`src/rtl/rom_arb_pkg.sv`:
```
// Shared types for the two-channel wave ROM arbiter.
package rom_arb_pkg;

   localparam int DEF_ADDR_W = 10;
   localparam int DEF_DATA_W = 8;

   typedef logic ch_id_t;

   typedef struct packed {
      logic   valid;
      ch_id_t id;
   } arb_tag_t;

   localparam ch_id_t CH0 = 1'b0;
   localparam ch_id_t CH1 = 1'b1;

endpackage

```
`src/rtl/rom_arb_tag_pipe.sv`:
```
// Tag shift register that follows each ROM read through the ROM latency.
// tag_cap is the stage whose data is on rom_rdata this cycle;
// tag_out is the final stage and marks the cycle the channel sees rvalid.
module rom_arb_tag_pipe
   import rom_arb_pkg::*;
#(
   parameter int DEPTH = 2
) (
   input  logic     clk,
   input  logic     rst_n,
   input  arb_tag_t tag_in,
   output arb_tag_t tag_cap,
   output arb_tag_t tag_out
);

   arb_tag_t stage_q [DEPTH];

   // Shift one stage per clock; reset discards every in-flight tag.
   always_ff @(posedge clk) begin
      if (!rst_n) begin
         for (int i = 0; i < DEPTH; i++) stage_q[i] <= '0;
      end else begin
         stage_q[0] <= tag_in;
         for (int i = 1; i < DEPTH; i++) stage_q[i] <= stage_q[i-1];
      end
   end

   assign tag_cap = stage_q[DEPTH-2];
   assign tag_out = stage_q[DEPTH-1];

endmodule

```
`src/rtl/rom_arb_2ch.sv`:
```
// Two-channel arbiter in front of the shared wave ROM.
// Default build: round-robin on ties, ch0 wins the first tie after reset.
// Build option ROM_ARB_CH0_PRIO_EN: fixed priority, ch0 always wins a tie.
// The registered rom_addr acts as the ROM input register; rom_rdata carries
// the data for a given rom_addr ROM_LAT-1 cycles after rom_addr shows it, so
// a grant in cycle N produces rvalid in cycle N+ROM_LAT+1.
module rom_arb_2ch
   import rom_arb_pkg::*;
#(
   parameter int ADDR_W  = DEF_ADDR_W,
   parameter int DATA_W  = DEF_DATA_W,
   parameter int ROM_LAT = 1
) (
   input  logic              clk,
   input  logic              rst_n,
   input  logic              ch0_req,
   input  logic [ADDR_W-1:0] ch0_addr,
   output logic              ch0_gnt,
   output logic [DATA_W-1:0] ch0_rdata,
   output logic              ch0_rvalid,
   input  logic              ch1_req,
   input  logic [ADDR_W-1:0] ch1_addr,
   output logic              ch1_gnt,
   output logic [DATA_W-1:0] ch1_rdata,
   output logic              ch1_rvalid,
   output logic [ADDR_W-1:0] rom_addr,
   input  logic [DATA_W-1:0] rom_rdata
);

   arb_tag_t tag_in;
   arb_tag_t tag_cap;
   arb_tag_t tag_out;

`ifndef ROM_ARB_CH0_PRIO_EN
   ch_id_t last_q;

   // Remember the most recent winner so a tie goes to the other channel.
   always_ff @(posedge clk) begin
      if (!rst_n)       last_q <= CH1;
      else if (ch0_gnt) last_q <= CH0;
      else if (ch1_gnt) last_q <= CH1;
   end
`endif

   // Single grant per cycle, straight from the request lines.
   always_comb begin
      ch0_gnt = 1'b0;
      ch1_gnt = 1'b0;
`ifdef ROM_ARB_CH0_PRIO_EN
      ch0_gnt = ch0_req;
      ch1_gnt = ch1_req & ~ch0_req;
`else
      if (ch0_req && ch1_req) begin
         ch0_gnt = (last_q == CH1);
         ch1_gnt = (last_q == CH0);
      end else begin
         ch0_gnt = ch0_req;
         ch1_gnt = ch1_req;
      end
`endif
   end

   // Launch the winner's address into the ROM; hold it when idle.
   always_ff @(posedge clk) begin
      if (!rst_n)       rom_addr <= '0;
      else if (ch0_gnt) rom_addr <= ch0_addr;
      else if (ch1_gnt) rom_addr <= ch1_addr;
   end

   assign tag_in.valid = ch0_gnt | ch1_gnt;
   assign tag_in.id    = ch1_gnt ? CH1 : CH0;

   rom_arb_tag_pipe #(
      .DEPTH (ROM_LAT + 1)
   ) u_tag_pipe (
      .clk     (clk),
      .rst_n   (rst_n),
      .tag_in  (tag_in),
      .tag_cap (tag_cap),
      .tag_out (tag_out)
   );

   // Steer returning ROM data into the requesting channel's holding register.
   always_ff @(posedge clk) begin
      if (!rst_n) begin
         ch0_rdata <= '0;
         ch1_rdata <= '0;
      end else if (tag_cap.valid) begin
         if (tag_cap.id == CH0) ch0_rdata <= rom_rdata;
         else                   ch1_rdata <= rom_rdata;
      end
   end

   assign ch0_rvalid = tag_out.valid & (tag_out.id == CH0);
   assign ch1_rvalid = tag_out.valid & (tag_out.id == CH1);

endmodule

```
`config.mk`:
```
export PLATFORM = sky130hd
export DESIGN_NAME = rom_arb_2ch
export DESIGN_NICKNAME = d
export VERILOG_FILES = /design/src/rtl/rom_arb_pkg.sv /design/src/rtl/rom_arb_tag_pipe.sv /design/src/rtl/rom_arb_2ch.sv
export SDC_FILE = /design/constraint.sdc
export NUM_CORES = 1
export LEC_CHECK = 0
export ABC_AREA = 1
export BUFFER_PORTS_ARGS = -buffer_cell sky130_fd_sc_hd__buf_2
export CAP_MARGIN = 20
export CORE_MARGIN = 4
export CORE_UTILIZATION = 45
export CTS_CLUSTER_DIAMETER = 40
export CTS_CLUSTER_SIZE = 28
export DETAILED_ROUTE_END_ITERATION = 10
export HOLD_SLACK_MARGIN = 0.06
export PLACE_DENSITY = 0.87
export SLEW_MARGIN = 0
export SYNTH_ARGS = -nofsm -noshare
export SYNTH_HDL_FRONTEND = slang
export SYNTH_SLANG_ARGS = --single-unit
```
`constraint.sdc`:
```
create_clock -name clk -period 2.71 [get_ports clk]
set_input_delay 0 -clock clk [delete_from_list [all_inputs] [get_ports clk]]
set_output_delay 0 -clock clk [all_outputs]
set_load 0.05 [all_outputs]
```
==> impl_metrics.json <==
{
  "final_cell_mix": "61 x buf_2, 46 x nand2_1, 34 x nor2_1",
  "min_path_cells": 2,
  "required_ps": 2910,
  "worstMarginPinSlew_ps": 393,
  "ys_types": 16,
  "vias": 1380,
  "num_io_pins": 62,
  "drt-wirelength-per-cell_microns": 11.8,
  "slew_headroom_pct": 73.7,
  "synth_warnings": 0,
  "postRouteAntennaNets": 0,
  "drive_gt1_share_pct": 25.7,
  "htree_levels": 2,
  "syn_nets": 212,
  "holdCritPathClass": "in -> reg",
  "timing.final.crit_share_pct": 63.6,
  "r2r-start": "last_q",
  "grt_pass1_wl_mm": 5.46,
  "crit_buf_inv": 2,
  "totalWireLength_mm": 3.55,
  "antenna_cells": 0,
  "rsz0062_at_grt": "false",
  "busiest_layer": "met2",
  "drt_iter0_markers": 59,
  "worstPathMaxFanout": 22,
  "r2r-end": "rom_addr[6]",
  "arrival_ps": 1930,
  "rows": 19,
  "use_met2_pct": 33.7,
  "p_leak_nw": 1.04,
  "finalSetupViolCount": 0,
  "grt_max_degree": 23,
  "ff2ff_path_depth": 7,
  "start_util_pct": 46.5,
  "crit_path_end_kind": "register",
  "grt_util_all_layers_pct": 20.3,
  "cp_slowest_stage_delay_ps": 550,
  "numPortBuffers": 61,
  "whs_endpoint": "last_q",
  "fp.coreArea_sq_mm": 0.00273,
  "synthesis.area_sq_mm": 0.00127,
  "gr-usage-met1_pct": 24.2,
  "timing.critical_path.max_delay_family": "buffers and inverters",
  "die_h_microns": 61.2,
  "cpMostUsedCell": "nand2_1",
  "dieArea_sq_mm": 0.00374,
  "slew_viol_final": 0,
  "cts_tree": "yes",
  "gp_congestion": 0.811,
  "path_cells": "inv_1 -> nand2_1 -> nand2_2 -> nand2_1 -> nand2_1 -> dlygate4sd3_1 -> a21oi_1",
  "overflow": 0,
  "avgViaCountPerCell": 4.60,
  "clock_path_buffers": 2,
  "ys_seq_area_share_pct": 48.8,
  "ctsRootBufferMaster": "clkbuf_4",
  "clock_skew_ps": 1.79,
  "die_x_microns": 61.2,
  "reg2reg_slack_ps": 990,
  "hold_path.startpoint": "ch0_req",
  "critPathKind": "reg -> reg",
  "syn_area_per_cell_sq_um": 7.06,
  "hold_viol": 0,
  "final_common_cell": "buf_2",
  "antenna_found_initial": 0,
  "final_nets": 302,
  "cap_violations": 0,
  "clkLatencyLatePin_ps": 320,
  "drc": 0,
  "met3_usage_pct": 5.66,
  "cts_buffers": 5,
  "vdd_drop_max_mv": 0.356,
  "postSynthCellCount": 180,
  "place_ws_ps": 1580,
  "ctsHoldBuffers": 30,
  "tns_ps": 0,
  "fin_ws_ps": 985,
  "status": "complete, no violations",
  "first_pass_iters": 4,
  "max_freq_mhz": 580,
  "post_cts_buffers": 0,
  "power_density_mw_per_mm2": 539,
  "syn_to_final_growth_pct": 49.4,
  "grt_pass1_vias": 1220,
  "period_minus_slack_ps": 1720,
  "clkSinkCount": 31,
  "start_kind": "register",
  "ys_ff_latch": 31,
  "cp_slowest_cell": "dlygate4sd3_1",
  "post-dp-hpwl_mm": 2.18,
  "cts_resized": 0,
  "clk_pin_slew_ps": 80
}
## area by class of cell
cell class                      count  area [sq um]
Timing Repair Buffer               91           606
Clock buffer                        6          41.3
Sequential cell                    31           621
Inverter                           20          75.1
Multi-Input combinational cell    121           518
Tap cell                           31          38.8
Fill cell                         206           835
## worst register-to-register path: stages (launching register included)
cell	delay (ps)
dfxtp_1	320
inv_1	60
nand2_1	90
nand2_2	310
nand2_1	120
nand2_1	90
dlygate4sd3_1	550
a21oi_1	60
## cells in the mapped netlist (all sizes together)
cell type	count	area [sq um]
o211ai	1	7.51
clkbuf	2	7.51
nand3	10	50.1
dfxtp	31	621
nand4	1	6.26
o21ai	16	80.1
buf	6	50.0
inv	20	75.1
nor2	35	139
a21oi	10	50.1
nand2	48	185
## report_power, final
group | internal (W) | total [W] | switching, W | leakage [nW]
logic | 0.000100 | 0.000294 | 0.000194 | 0.758
registers | 0.000487 | 0.000502 | 0.0000149 | 0.255
clock network | 0.0000920 | 0.000228 | 0.000136 | 0.0242
total | 0.000679 | 0.00102 | 0.000345 | 1.04
## worst max path at each step
stage	cells after the start	from	end	slack [ps]
floorplan	5	last_q	ch0_gnt	1720
global placement	6	last_q	rom_addr[7]	1630
detailed placement	5	last_q	rom_addr[5]	1580
CTS	7	last_q	rom_addr[5]	1040
global route	7	last_q	rom_addr[8]	830
finish	7	last_q	rom_addr[6]	990
## kinds of logic after synthesis
logic type / count (synthesis) / share of synthesized area (%)
compound gates: 27 / 10.8
buf+inv: 28 / 10.4
flops: 31 / 48.8
simple gates: 94 / 29.9
## routing by layer
layer | vias up | part of all wire, %
met2 | 35 | 52
met4 | 0 | 2.7
met5 | - | 0
met3 | 9 | 3.7
li1 | 734 | -
met1 | 602 | 42
## metrics by stage
step                util, %  power (W)  cells  instance area [sq um]  hold slack [ps]
detailed placement     57.0   0.000759    264                   1560              251
finish                 69.5    0.00102    300                   1900             89.7
CTS                    69.5    0.00102    300                   1900             85.2
global placement       57.0   0.000755    264                   1560              258
floorplan                 -   0.000698    180                   1270              135
global route           69.5    0.00107    300                   1900             97.8
## sequential cells by signal (all words and copies together), names as in the netlist
name	flops
rom_addr	10
u_tag_pipe.stage_q	4
ch1_rdata	8
ch0_rdata	8
last_q	1
(Power assumes the default switching activity.)
